--- src/rtl/rw_recovery_arbiter_pkg.sv ---
// Shared processor path types plus the RW-stage recovery arbiter's request record,
// lane-count default and arbiter state encoding.
package BasicTypes;
    localparam int ADDR_WIDTH = 32;
    typedef logic [ADDR_WIDTH-1:0] AddrPath;

    localparam int BRANCH_GLOBAL_HISTORY_WIDTH = 10;
    typedef logic [BRANCH_GLOBAL_HISTORY_WIDTH-1:0] BranchGlobalHistoryPath;

    typedef enum logic [1:0] {
        REFETCH_TYPE_THIS_PC       = 2'd0,
        REFETCH_TYPE_NEXT_PC       = 2'd1,
        REFETCH_TYPE_BRANCH_TARGET = 2'd2,
        REFETCH_TYPE_STORE_NEXT_PC = 2'd3
    } RefetchType;
endpackage

package RecoveryManagerTypes;
    import BasicTypes::*;

    localparam int RW_LANE_NUM_DEFAULT = 2;

    // Pointers are stored at a fixed maximum width so the record does not depend on
    // the arbiter's ActiveList width; instances narrow it back with a size cast.
    localparam int RW_PTR_MAX_WIDTH = 16;
    typedef logic [RW_PTR_MAX_WIDTH-1:0] RwPtrPath;

    typedef struct packed {
        RwPtrPath               ptr;
        AddrPath                pc;
        RefetchType             refetchType;
        BranchGlobalHistoryPath brHistory;
    } RwRecoveryRequest;

    // Encoding is {pendingValid, inflightValid}.
    typedef enum logic [1:0] {
        IDLE          = 2'b00,
        INFLIGHT      = 2'b01,
        HOLD          = 2'b10,
        INFLIGHT_HOLD = 2'b11
    } RwArbState;
endpackage

--- src/rtl/rw_recovery_arbiter_select.sv ---
// Combinational oldest-of-N picker: smallest age wins, equal ages go to the lowest index.
module al_age_oldest_select #(
    parameter int NUM = 3,
    parameter int AGE_WIDTH = 6,
    localparam int IDX_WIDTH = (NUM > 1) ? $clog2(NUM) : 1
) (
    input  logic [NUM-1:0]       candValid,
    input  logic [AGE_WIDTH-1:0] candAge [NUM],
    output logic                 found,
    output logic [IDX_WIDTH-1:0] oldestIdx
);
    logic [AGE_WIDTH-1:0] bestAge;

    always_comb begin
        found     = 1'b0;
        oldestIdx = '0;
        bestAge   = '0;
        for (int i = 0; i < NUM; i++) begin
            // Strict compare keeps the earlier (lower-index) candidate on a tie.
            if (candValid[i] && (!found || candAge[i] < bestAge)) begin
                found     = 1'b1;
                oldestIdx = IDX_WIDTH'(i);
                bestAge   = candAge[i];
            end
        end
    end
endmodule

--- src/rtl/rw_recovery_arbiter.sv ---
// Arbitrates RW-stage recovery requests: keeps the oldest one pending, issues it as a
// one-cycle pulse when the recovery manager is free, and counts every dropped lane.
module rw_recovery_arbiter
    import BasicTypes::*;
    import RecoveryManagerTypes::*;
#(
    parameter int RW_LANE_NUM = RW_LANE_NUM_DEFAULT,
    parameter int AL_PTR_WIDTH = 6
) (
    input  logic                    clk,
    input  logic                    rst,
    input  logic [RW_LANE_NUM-1:0]  laneValid,
    input  logic [AL_PTR_WIDTH-1:0] lanePtr [RW_LANE_NUM],
    input  AddrPath                 lanePC [RW_LANE_NUM],
    input  RefetchType              laneRefetchType [RW_LANE_NUM],
    input  BranchGlobalHistoryPath  laneBrHistory [RW_LANE_NUM],
    input  logic [AL_PTR_WIDTH-1:0] activeListHeadPtr,
    input  logic                    unableToStartRecovery,
    input  logic                    exceptionDetectedInCommitStage,
    input  logic                    toCommitPhase,
    output logic                    exceptionDetectedInRwStage,
    output logic [AL_PTR_WIDTH-1:0] exceptionOpPtr,
    output AddrPath                 recoveredPC_FromRwStage,
    output RefetchType              refetchTypeFromRwStage,
    output BranchGlobalHistoryPath  recoveredBrHistoryFromRwStage,
    output logic [15:0]             droppedReqCount
);
    localparam int CAND_NUM = RW_LANE_NUM + 1;
    localparam int IDX_WIDTH = (CAND_NUM > 1) ? $clog2(CAND_NUM) : 1;

    RwArbState               stateReg, stateNext;
    RwRecoveryRequest        pendingReg, pendingNext;
    logic [AL_PTR_WIDTH-1:0] inflightPtrReg, inflightPtrNext;
    logic [15:0]             droppedCountReg, droppedCountNext;

    logic pendingValid, inflightValid;
    assign pendingValid  = (stateReg == HOLD) || (stateReg == INFLIGHT_HOLD);
    assign inflightValid = (stateReg == INFLIGHT) || (stateReg == INFLIGHT_HOLD);

    // All ordering uses age relative to the ActiveList head, so wrap-around is free.
    logic [AL_PTR_WIDTH-1:0] pendingAge, inflightAge;
    assign pendingAge  = AL_PTR_WIDTH'(pendingReg.ptr) - activeListHeadPtr;
    assign inflightAge = inflightPtrReg - activeListHeadPtr;

    logic [AL_PTR_WIDTH-1:0] laneAge [RW_LANE_NUM];
    logic [RW_LANE_NUM-1:0]  laneEligible, laneOlderThanPending;
    RwRecoveryRequest        laneReq [RW_LANE_NUM];
    logic [CAND_NUM-1:0]     candValid;
    logic [AL_PTR_WIDTH-1:0] candAge [CAND_NUM];

    assign candValid[0] = pendingValid;
    assign candAge[0]   = pendingAge;

    generate
        for (genvar gi = 0; gi < RW_LANE_NUM; gi++) begin : g_lane
            assign laneAge[gi] = lanePtr[gi] - activeListHeadPtr;
            // A lane only survives if it is older than whatever recovery is already running.
            assign laneEligible[gi] = laneValid[gi] && !exceptionDetectedInCommitStage &&
                                      (!inflightValid || (laneAge[gi] < inflightAge));
            assign laneOlderThanPending[gi] = laneEligible[gi] && (laneAge[gi] < pendingAge);
            assign laneReq[gi] = '{
                ptr:         RwPtrPath'(lanePtr[gi]),
                pc:          lanePC[gi],
                refetchType: laneRefetchType[gi],
                brHistory:   laneBrHistory[gi]
            };
            assign candValid[gi + 1] = laneEligible[gi];
            assign candAge[gi + 1]   = laneAge[gi];
        end
    endgenerate

    logic                 selFound;
    logic [IDX_WIDTH-1:0] selIdx;

    al_age_oldest_select #(
        .NUM       (CAND_NUM),
        .AGE_WIDTH (AL_PTR_WIDTH)
    ) u_oldest (
        .candValid (candValid),
        .candAge   (candAge),
        .found     (selFound),
        .oldestIdx (selIdx)
    );

    logic issue;
    assign issue = pendingValid && !unableToStartRecovery &&
                   !exceptionDetectedInCommitStage && !(|laneOlderThanPending);

    logic                   pendingValidNext, inflightValidNext;
    logic [RW_LANE_NUM-1:0] retainMask, dropMask;
    logic [16:0]            dropSum;

    always_comb begin
        pendingValidNext  = pendingValid;
        inflightValidNext = inflightValid;
        pendingNext       = pendingReg;
        inflightPtrNext   = inflightPtrReg;
        retainMask        = '0;

        if (exceptionDetectedInCommitStage) begin
            pendingValidNext  = 1'b0;
            inflightValidNext = 1'b0;
        end else if (issue) begin
            // Every eligible lane here is no older than the issued op, so none is kept.
            pendingValidNext  = 1'b0;
            inflightValidNext = 1'b1;
            inflightPtrNext   = AL_PTR_WIDTH'(pendingReg.ptr);
        end else begin
            if (toCommitPhase) begin
                inflightValidNext = 1'b0;
            end
            if (selFound) begin
                pendingValidNext = 1'b1;
                for (int i = 0; i < RW_LANE_NUM; i++) begin
                    if (selIdx == IDX_WIDTH'(i + 1)) begin
                        pendingNext   = laneReq[i];
                        retainMask[i] = 1'b1;
                    end
                end
            end
        end

        stateNext = RwArbState'({pendingValidNext, inflightValidNext});
        dropMask  = laneValid & ~retainMask;

        dropSum = {1'b0, droppedCountReg};
        for (int i = 0; i < RW_LANE_NUM; i++) begin
            dropSum = dropSum + 17'(dropMask[i]);
        end
        droppedCountNext = dropSum[16] ? 16'hFFFF : dropSum[15:0];
    end

    always_ff @(posedge clk or negedge rst) begin
        if (!rst) begin
            stateReg <= IDLE;
        end else begin
            stateReg <= stateNext;
        end
    end

    always_ff @(posedge clk or negedge rst) begin
        if (!rst) begin
            pendingReg      <= '0;
            inflightPtrReg  <= '0;
            droppedCountReg <= '0;
        end else begin
            pendingReg      <= pendingNext;
            inflightPtrReg  <= inflightPtrNext;
            droppedCountReg <= droppedCountNext;
        end
    end

    assign exceptionDetectedInRwStage    = issue;
    assign exceptionOpPtr                = AL_PTR_WIDTH'(pendingReg.ptr);
    assign recoveredPC_FromRwStage       = pendingReg.pc;
    assign refetchTypeFromRwStage        = pendingReg.refetchType;
    assign recoveredBrHistoryFromRwStage = pendingReg.brHistory;
    assign droppedReqCount               = droppedCountReg;
endmodule

--- config.mk ---
export PLATFORM = sky130hd
export DESIGN_NAME = rw_recovery_arbiter
export DESIGN_NICKNAME = d
export VERILOG_FILES = /design/src/rtl/rw_recovery_arbiter_pkg.sv /design/src/rtl/rw_recovery_arbiter_select.sv /design/src/rtl/rw_recovery_arbiter.sv
export SDC_FILE = /design/constraint.sdc
export NUM_CORES = 1
export LEC_CHECK = 0
export CAP_MARGIN = 20
export CORE_ASPECT_RATIO = 2
export CORE_MARGIN = 5
export CORE_UTILIZATION = 50
export DETAILED_ROUTE_END_ITERATION = 16
export GPL_TIMING_DRIVEN = 0
export PLACE_DENSITY = 0.93
export SETUP_SLACK_MARGIN = 0.2
export SYNTH_ARGS = -nofsm -noshare
export SYNTH_HDL_FRONTEND = slang
export SYNTH_SLANG_ARGS = --single-unit
--- constraint.sdc ---
create_clock -name clk -period 12.8 [get_ports clk]
set_input_delay 1.28 -clock clk [delete_from_list [all_inputs] [get_ports clk]]
set_output_delay 1.28 -clock clk [all_outputs]
set_load 0.02 [all_outputs]
==> reports/results.md, run 1 <==
* Setup violations, final: 0
* unrepaired setup endpoints after global routing: false
* library cell used as clock root buffer: sky130_fd_sc_hd__clkbuf_16
* wire length reported by the detailed router: 20.2 mm
* synthesized cell area: 0.00511 sq mm
* number of nets with antenna violations after routing: 0
* antenna fix cells: 0
* mean number of vias per cell: 6.14
* setup skew after layout: 0.00947 ns
* GP Congestion: 0.863
* share of async-settable or async-resettable flops after synthesis: 100%
* vias in the first global route: 6123
* quantity of gates resized following cts: 0
* number of synthesized register bits: 74
* Remaining Overflow, GRT: 0
* HPWL reported at the end of detailed placement: 13.6 mm
* total routing usage reported by global routing: 33.1%
* clock sinks: 74
* area of the core region: 0.0101 sq mm
* clock period minus final worst setup slack: 9.07 ns
* Die Span X: 81.5 um
* Relative slew margins: 52.5%
* Fin Setup TNS: 0 ns
* status: finished, final reports clean
* met2 Track Usage GR: 56.1%
* number of fillers in the final layout: 572
* critical path endpoint category: register
* number of hold buffers added after CTS: 0
* routed wirelength normalized by instance count: 22.2 um
* number of remaining DRC errors: 0
* pre-CTS worst setup slack: 4.04 ns
* actual slew at the worst max-slew pin: 0.708 ns
* layout overhead on the synthesized area: 46.1%
* first-pass GRT wire length: 30.9 mm
* Lkg Pwr: 0.00384 uW
* crit path max fanout: 10
* end of the worst register-to-register path: droppedReqCount[0]$_DFF_PN0_
* slowest stage cell, crit path: sky130_fd_sc_hd__xnor2_1
* cell count after placement: 891
* final slew viol count: 0
* initial antenna violation count: 0
* global routing's busiest layer: met2
* count of TritonRoute iterations in the first routing pass: 10
* post-layout instance area: 0.00746 sq mm
* main area contributors after synthesis: sky130_fd_sc_hd__dfrtp_1 (36%), sky130_fd_sc_hd__inv_1 (13%), sky130_fd_sc_hd__ha_1 (12%)
* area enclosed by the die boundary: 0.0125 sq mm
* maximum number of pins on one net before global-route repair: 64
* final worst-path cycle share: 70.8%
* most area-hungry cell type in the Yosys netlist: sky130_fd_sc_hd__dfrtp_1
* count of placed standard cells in the final layout, fillers left out: 907
* count of flip-flops with a built-in enable after synthesis: 0
* met3 usage in global routing: 7.48%
* Critical Path Source Type: input pin
* worst-case register-to-register setup slack: 4.93 ns
* R2R cell count: 35
* Yosys top cell area share: 36.2%
* commonest register cell after synthesis: sky130_fd_sc_hd__dfrtp_1
* post-placement cell area: 0.00709 sq mm
* quantity of I/O buffers inserted on ports: 179
* nets: 934
* Clock Tree Buf Depth: 2
* critical path class: input pin to register
* origin of the critical flop-to-flop path: exceptionOpPtr[0]$_DFFE_PN0P_
* H-tree lvl count: 3
* 1st-iter DRT viols: 686
* peak per-stage delay on the critical path: 0.44 ns
* number of warnings reported in the yosys synthesis log: 0
* fraction of final layout cells with drive strength greater than 1: 4.40%
* achievable clock frequency: 110 MHz
* number of instances in the synthesized netlist: 576
* post-CTS setup repair buffer count: 0
* data arrival time at the worst-slack endpoint: 9.33 ns
* post-synthesis sequential area ratio: 36.2%
* setup slack of the critical path after layout: 3.73 ns
* per-instance average area after synthesis: 8.87 sq um
* count of max-cap constraint violations: 0
* GR met1 Demand/Resource: 32.5%
* Clock Pin Slew Worst Setup and Hold Paths: 0.06 ns
* Ports: 180
* Netlist cell types: 46
* post-synth net total: 743
* HP Class: register to register
* pwr/cell area: 260 mW/mm^2
* starting density of the core: 50.7%
* clk_lat worst skew: 0.34 ns
* number of endpoints with negative hold slack in the final report: 0
* Critical Path End: droppedReqCount[0]$_DFF_PN0_
* total clock buffers created by CTS: 9
* Core Rows: 52
* clock tree from TritonCTS: yes
* total via count after detailed routing: 5571
* height of the die: 153 um
* launch point of the critical path: activeListHeadPtr[1]
* WP data required: 13.06 ns
* maximum vdd ir drop: 0.197 mV
[sequential cells by signal, summed over array words and instances, names as in the netlist]
register                       cells
refetchTypeFromRwStage             2
recoveredPC_FromRwStage           32
inflightPtrReg                     6
stateReg                           2
exceptionOpPtr                     6
droppedReqCount                   16
recoveredBrHistoryFromRwStage     10
[final cells by class]
| cell class | instances | area, sq um | share of cell area, % |
|---|---|---|---|
| clock buffers | 11 | 243 | 3.25 |
| flip-flops and latches | 74 | 1850 | 24.8 |
| plain buffers | 21 | 125 | 1.68 |
| multi-input cells | 309 | 2490 | 33.3 |
| repair buffers | 180 | 1820 | 24.3 |
| clock inverters | 5 | 125 | 1.68 |
| inverters | 172 | 646 | 8.65 |
| well taps | 135 | 169 | 2.26 |
[per-stage QoR]
step	power, uW	hold slack, ns	util (%)
floorplan	1090	0.450	-
global placement	1460	0.473	70.1
detailed placement	1520	0.476	70.3
CTS	1910	0.488	74.0
global route	2020	0.529	74.0
finish	1940	0.492	74.0
[per-layer routing]
layer | vias to the layer above | share of wire [%]
met5 | - | 0
li1 | 2316 | -
met1 | 2643 | 30
met3 | 161 | 7.7
met2 | 451 | 52
met4 | 0 | 9.5
[placed cells by master (no fill, tap or decap), types with 15 or more instances in the layout]
master                            instances
sky130_fd_sc_hd__dfrtp_1                 74
sky130_fd_sc_hd__a222oi_1                50
sky130_fd_sc_hd__nor2_1                  20
sky130_fd_sc_hd__xnor2_1                 15
sky130_fd_sc_hd__clkbuf_1                15
sky130_fd_sc_hd__inv_1                  172
sky130_fd_sc_hd__nand2_1                 26
sky130_fd_sc_hd__ha_1                    49
sky130_fd_sc_hd__clkdlybuf4s50_1        178
sky130_fd_sc_hd__a21oi_1                 26
sky130_fd_sc_hd__a21o_1                  18
[cells by family (layout without fill, tap and decap cells)]
family                   after synthesis  after routing  share of synthesized area, %
AO/OA/AOI/OAI                        135            135                          20.9
XOR/XNOR                              27             27                          4.63
adder cells (fa/ha/maj)               54             54                          14.0
buffers and inverters                193            389                          15.1
flip-flops                            74             74                          36.2
multiplexers                           1              1                         0.220
AND/OR/NAND/NOR                       92             92                          8.96
[where the power goes]
part / internal, uW / switching [uW]
Sequential: 345 / 85.4
Combinational: 516 / 673
Clock: 215 / 105
[Yosys cell counts (2+ instances only)]
cell type                  instances
sky130_fd_sc_hd__nand3_1           9
sky130_fd_sc_hd__a21oi_1          26
sky130_fd_sc_hd__xnor2_1          15
sky130_fd_sc_hd__nor2b_1           4
sky130_fd_sc_hd__ha_1             49
sky130_fd_sc_hd__o211a_1           2
sky130_fd_sc_hd__nand4_1           3
sky130_fd_sc_hd__or2_2             4
sky130_fd_sc_hd__nor3_1            2
sky130_fd_sc_hd__fa_1              5
sky130_fd_sc_hd__nor2_1           20
sky130_fd_sc_hd__xor2_1           12
sky130_fd_sc_hd__a31oi_1           2
sky130_fd_sc_hd__clkbuf_1         14
sky130_fd_sc_hd__and3_1            5
sky130_fd_sc_hd__a222oi_1         50
sky130_fd_sc_hd__buf_6             6
sky130_fd_sc_hd__and2_1            4
sky130_fd_sc_hd__nand2b_1         10
sky130_fd_sc_hd__inv_1           172
sky130_fd_sc_hd__o21a_1            4
sky130_fd_sc_hd__o21ai_0          14
sky130_fd_sc_hd__dfrtp_1          74
sky130_fd_sc_hd__a211oi_1          3
sky130_fd_sc_hd__o21bai_1          3
sky130_fd_sc_hd__a21o_1           18
sky130_fd_sc_hd__o21ai_1           2
sky130_fd_sc_hd__nand2_1          26
[critical path, delay by kind of cell]
| kind | cells | cell delay [ns] |
|---|---|---|
| AND/OR/NAND/NOR | 11 | 2.13 |
| adder cells (fa/ha/maj) | 5 | 1.55 |
| AO/OA/AOI/OAI | 10 | 1.83 |
| XOR/XNOR | 1 | 0.44 |
| buffers and inverters | 7 | 2.05 |
[worst min-delay path by stage]
stage / start / endpoint / slack (ns) / depth (start not counted)
6_report: inflightPtrReg[0]$_DFFE_PN0P_ / inflightPtrReg[0]$_DFFE_PN0P_ / 0.49 / 2
5_1_grt: inflightPtrReg[0]$_DFFE_PN0P_ / inflightPtrReg[0]$_DFFE_PN0P_ / 0.53 / 2
4_1_cts: inflightPtrReg[0]$_DFFE_PN0P_ / inflightPtrReg[0]$_DFFE_PN0P_ / 0.49 / 2
3_5_place_dp: inflightPtrReg[0]$_DFFE_PN0P_ / inflightPtrReg[0]$_DFFE_PN0P_ / 0.48 / 2
3_3_place_gp: inflightPtrReg[0]$_DFFE_PN0P_ / inflightPtrReg[0]$_DFFE_PN0P_ / 0.47 / 2
2_1_floorplan: inflightPtrReg[0]$_DFFE_PN0P_ / inflightPtrReg[0]$_DFFE_PN0P_ / 0.45 / 2
Power figures use the tool's default switching activity.
==> run 2: changes to the inputs <==
CORE_UTILIZATION = 42   (was 50)
PLACE_DENSITY = 0.83   (was 0.93)
clock period = 8.09 ns   (was 12.8 ns; I/O delays follow)
==> run 2 against run 1 <==
  * Final area is 0.22% higher
  * Critical endpoint is now droppedReqCount[10]$_DFF_PN0_
  * Highest routed layer unchanged
  * Largest cell class unchanged
  * Routed wire length is 21% lower
  * Sequential power is 52% higher
  * Total power is 46% higher
  * Die area is 17% higher
  * Worst setup slack worse by 3.0 ns
  * Sequential cell count stayed put
  * Via count is 13% lower
  * Clock-buffer cell count is 2 lower
==> reports/results.md, run 2 (synthesis gave the netlist of run 1 again) <==
* status: finished, final reports clean, unchanged
* unrepaired setup endpoints after global routing: false, unchanged
* actual slew at the worst max-slew pin: 0.600 ns, was 0.708 ns
* HPWL reported at the end of detailed placement: 12.7 mm, was 13.6 mm
* Clock Tree Buf Depth: 2, unchanged
* height of the die: 166 um, was 153 um
* clock sinks: 74, unchanged
* total clock buffers created by CTS: 9, unchanged
* number of remaining DRC errors: 0, unchanged
* total routing usage reported by global routing: 22.3%, was 33.1%
* data arrival time at the worst-slack endpoint: 7.67 ns, was 9.33 ns
* quantity of I/O buffers inserted on ports: 179, unchanged
* number of cells on the critical path: 35, was 34
* Clock Pin Slew Worst Setup and Hold Paths: 0.07 ns, was 0.06 ns
* internal power contribution: 1630 uW, was 1080 uW
* switching power of the nets: 1210 uW, was 864 uW
* Flop pwr share: 23.0%, was 22.2%
* share of total power in the clock network: 15.6%, was 16.5%
* count of TritonRoute iterations in the first routing pass: 8, was 10
* library cell appearing most often on the critical path: sky130_fd_sc_hd__ha_1
* achievable clock frequency: 135 MHz
* cell count after placement: 903, was 891
* clock period minus final worst setup slack: 7.40 ns
* antenna fix cells: 0, unchanged
* slowest stage cell, crit path: sky130_fd_sc_hd__clkdlybuf4s50_1, was sky130_fd_sc_hd__xnor2_1
* layout overhead on the synthesized area: 46.4%, was 46.1%
* Total Power Consumption: 2840 uW, was 1940 uW
* final worst-path cycle share: 91.5%
* total via count after detailed routing: 4820, was 5571
* number of endpoints with negative hold slack in the final report: 0, unchanged
* wire length reported by the detailed router: 16.0 mm, was 20.2 mm
* H-tree lvl count: 3, unchanged
* Fin Setup TNS: 0 ns, unchanged
* Die Span X: 88.0 um, was 81.5 um
* critical path endpoint category: register, unchanged
* maximum vdd ir drop: 0.222 mV, was 0.197 mV
* Core Rows: 57, was 52
* 1st-iter DRT viols: 364, was 686
* R2R cell count: 35, unchanged
* pwr/cell area: 380 mW/mm^2, was 260 mW/mm^2
* crit path max fanout: 10, unchanged
* Fin Hold WS: 0.332 ns, was 0.492 ns
* vias in the first global route: 5284, was 6123
* gate family responsible for the most delay along the worst path: adder cells, was simple AND/OR/NAND/NOR gates
* HP Class: input pin to async pin, was register to register
* critical path class: input pin to register, unchanged
* initial antenna violation count: 0, unchanged
* Remaining Overflow, GRT: 0, unchanged
* setup skew after layout: 0.0114 ns, was 0.00947 ns
* number of nets with antenna violations after routing: 0, unchanged
* count of placed standard cells in the final layout, fillers left out: 920, was 907
* logic gate share of total power: 61.4%, was 61.3%
* nets: 935, was 934
* maximum number of pins on one net before global-route repair: 59, was 64
* final slew viol count: 0, unchanged
* Sw Share: 42.6%, was 44.5%
* library cell used as clock root buffer: sky130_fd_sc_hd__clkbuf_16, unchanged
* starting density of the core: 42.4%, was 50.7%
* most common cell after layout, fill and taps aside: sky130_fd_sc_hd__clkdlybuf4s50_1, unchanged
* clk_lat worst skew: 0.34 ns, about the same
* clock tree from TritonCTS: yes, unchanged
* number of hold buffers added after CTS: 0, unchanged
* area enclosed by the die boundary: 0.0146 sq mm, was 0.0125 sq mm
* area of the core region: 0.0121 sq mm, was 0.0101 sq mm
* Ports: 180, unchanged
* first-pass GRT wire length: 25.3 mm, was 30.9 mm
* most frequent cells in the layout: sky130_fd_sc_hd__clkdlybuf4s50_1 (178), sky130_fd_sc_hd__inv_1 (172), sky130_fd_sc_hd__dfrtp_1 (74), unchanged
* peak per-stage delay on the critical path: 0.58 ns, was 0.44 ns
* sum of buffers and inverters on the critical path: 7, unchanged
* flip-flop count of the largest register, all copies and words added: 32, unchanged
* Critical Path Source Type: input pin, unchanged
* GP Congestion: 0.828, was 0.863
* fraction of final layout cells with drive strength greater than 1: 5.69%, was 4.40%
* Relative slew margins: 59.7%, was 52.5%
* routed wirelength normalized by instance count: 17.4 um, was 22.2 um
* WP data required: 8.36 ns, was 13.06 ns
* Setup violations, final: 0, unchanged
* Lkg Pwr: 0.00382 uW, was 0.00384 uW
* count of max-cap constraint violations: 0, unchanged
* mean number of vias per cell: 5.24, was 6.14
run 2: power groups by stage:
stage	logic [uW]	clock network, uW	registers (uW)
after floorplan	899	0	827
after global placement	1680	0	653
after detailed placement	1720	0	658
after CTS	1740	450	653
after global routing	1920	463	679
final	1740	442	653
run 2: final cells by class:
class | count | area (sq um)
Buffer | 21 | 136
Clock buffer | 9 | 225
Clock inverter | 7 | 100
Fill cell | 1010 | 4570
Inverter | 172 | 646
Multi-Input combinational cell | 309 | 2510
Sequential cell | 74 | 1850
Tap cell | 147 | 184
Timing Repair Buffer | 181 | 1820
run 2: what timing repair did:
| action | CTS | global route |
|---|---|---|
| pin swaps | 0 | 0 |
| endpoints found under the setup margin | 10 | 16 |
| setup buffers | 0 | 1 |
| resized for setup | 2 | 15 |
run 2: worst reg2reg max path: cells and delay by family (launching register included):
kind / cells / cell delay (ns)
AO/OA/AOI/OAI: 10 / 1.65
adder cells (fa/ha/maj): 6 / 1.77
buffers and inverters: 7 / 1.15
XOR/XNOR: 1 / 0.13
flip-flops: 1 / 0.38
AND/OR/NAND/NOR: 11 / 1.68
run 2: layer usage:
| layer | vias up | GRT usage [%] | share of wire (%) |
|---|---|---|---|
| li1 | 2326 | - | - |
| met1 | 2306 | 20.8 | 33 |
| met2 | 138 | 42.4 | 57 |
| met3 | 50 | 4.07 | 4.2 |
| met4 | 0 | 12.8 | 5.3 |
| met5 | - | 0 | 0 |
run 2: stage by stage:
step	utilization [%]	cell area, sq um	setup WS, ns
floorplan	-	5110	1.46
global route	62.0	7480	0.181
detailed placement	59.0	7110	-0.222
CTS	61.7	7440	0.234
global placement	58.8	7080	-0.0957
finish	62.0	7480	0.687
run 2: worst paths after layout:
check	startpoint	slack (ns)	to
max	activeListHeadPtr[0]	0.69	droppedReqCount[10]$_DFF_PN0_
min	rst	0.33	recoveredPC_FromRwStage[24]$_DFFE_PN0P_
max reg2reg	exceptionOpPtr[0]$_DFFE_PN0P_	1.27	droppedReqCount[10]$_DFF_PN0_
min reg2reg	inflightPtrReg[0]$_DFFE_PN0P_	0.49	inflightPtrReg[0]$_DFFE_PN0P_
max in group asynchronous	rst	7.16	stateReg[1]$_DFF_PN0_
min in group clk	inflightPtrReg[0]$_DFFE_PN0P_	0.49	inflightPtrReg[0]$_DFFE_PN0P_
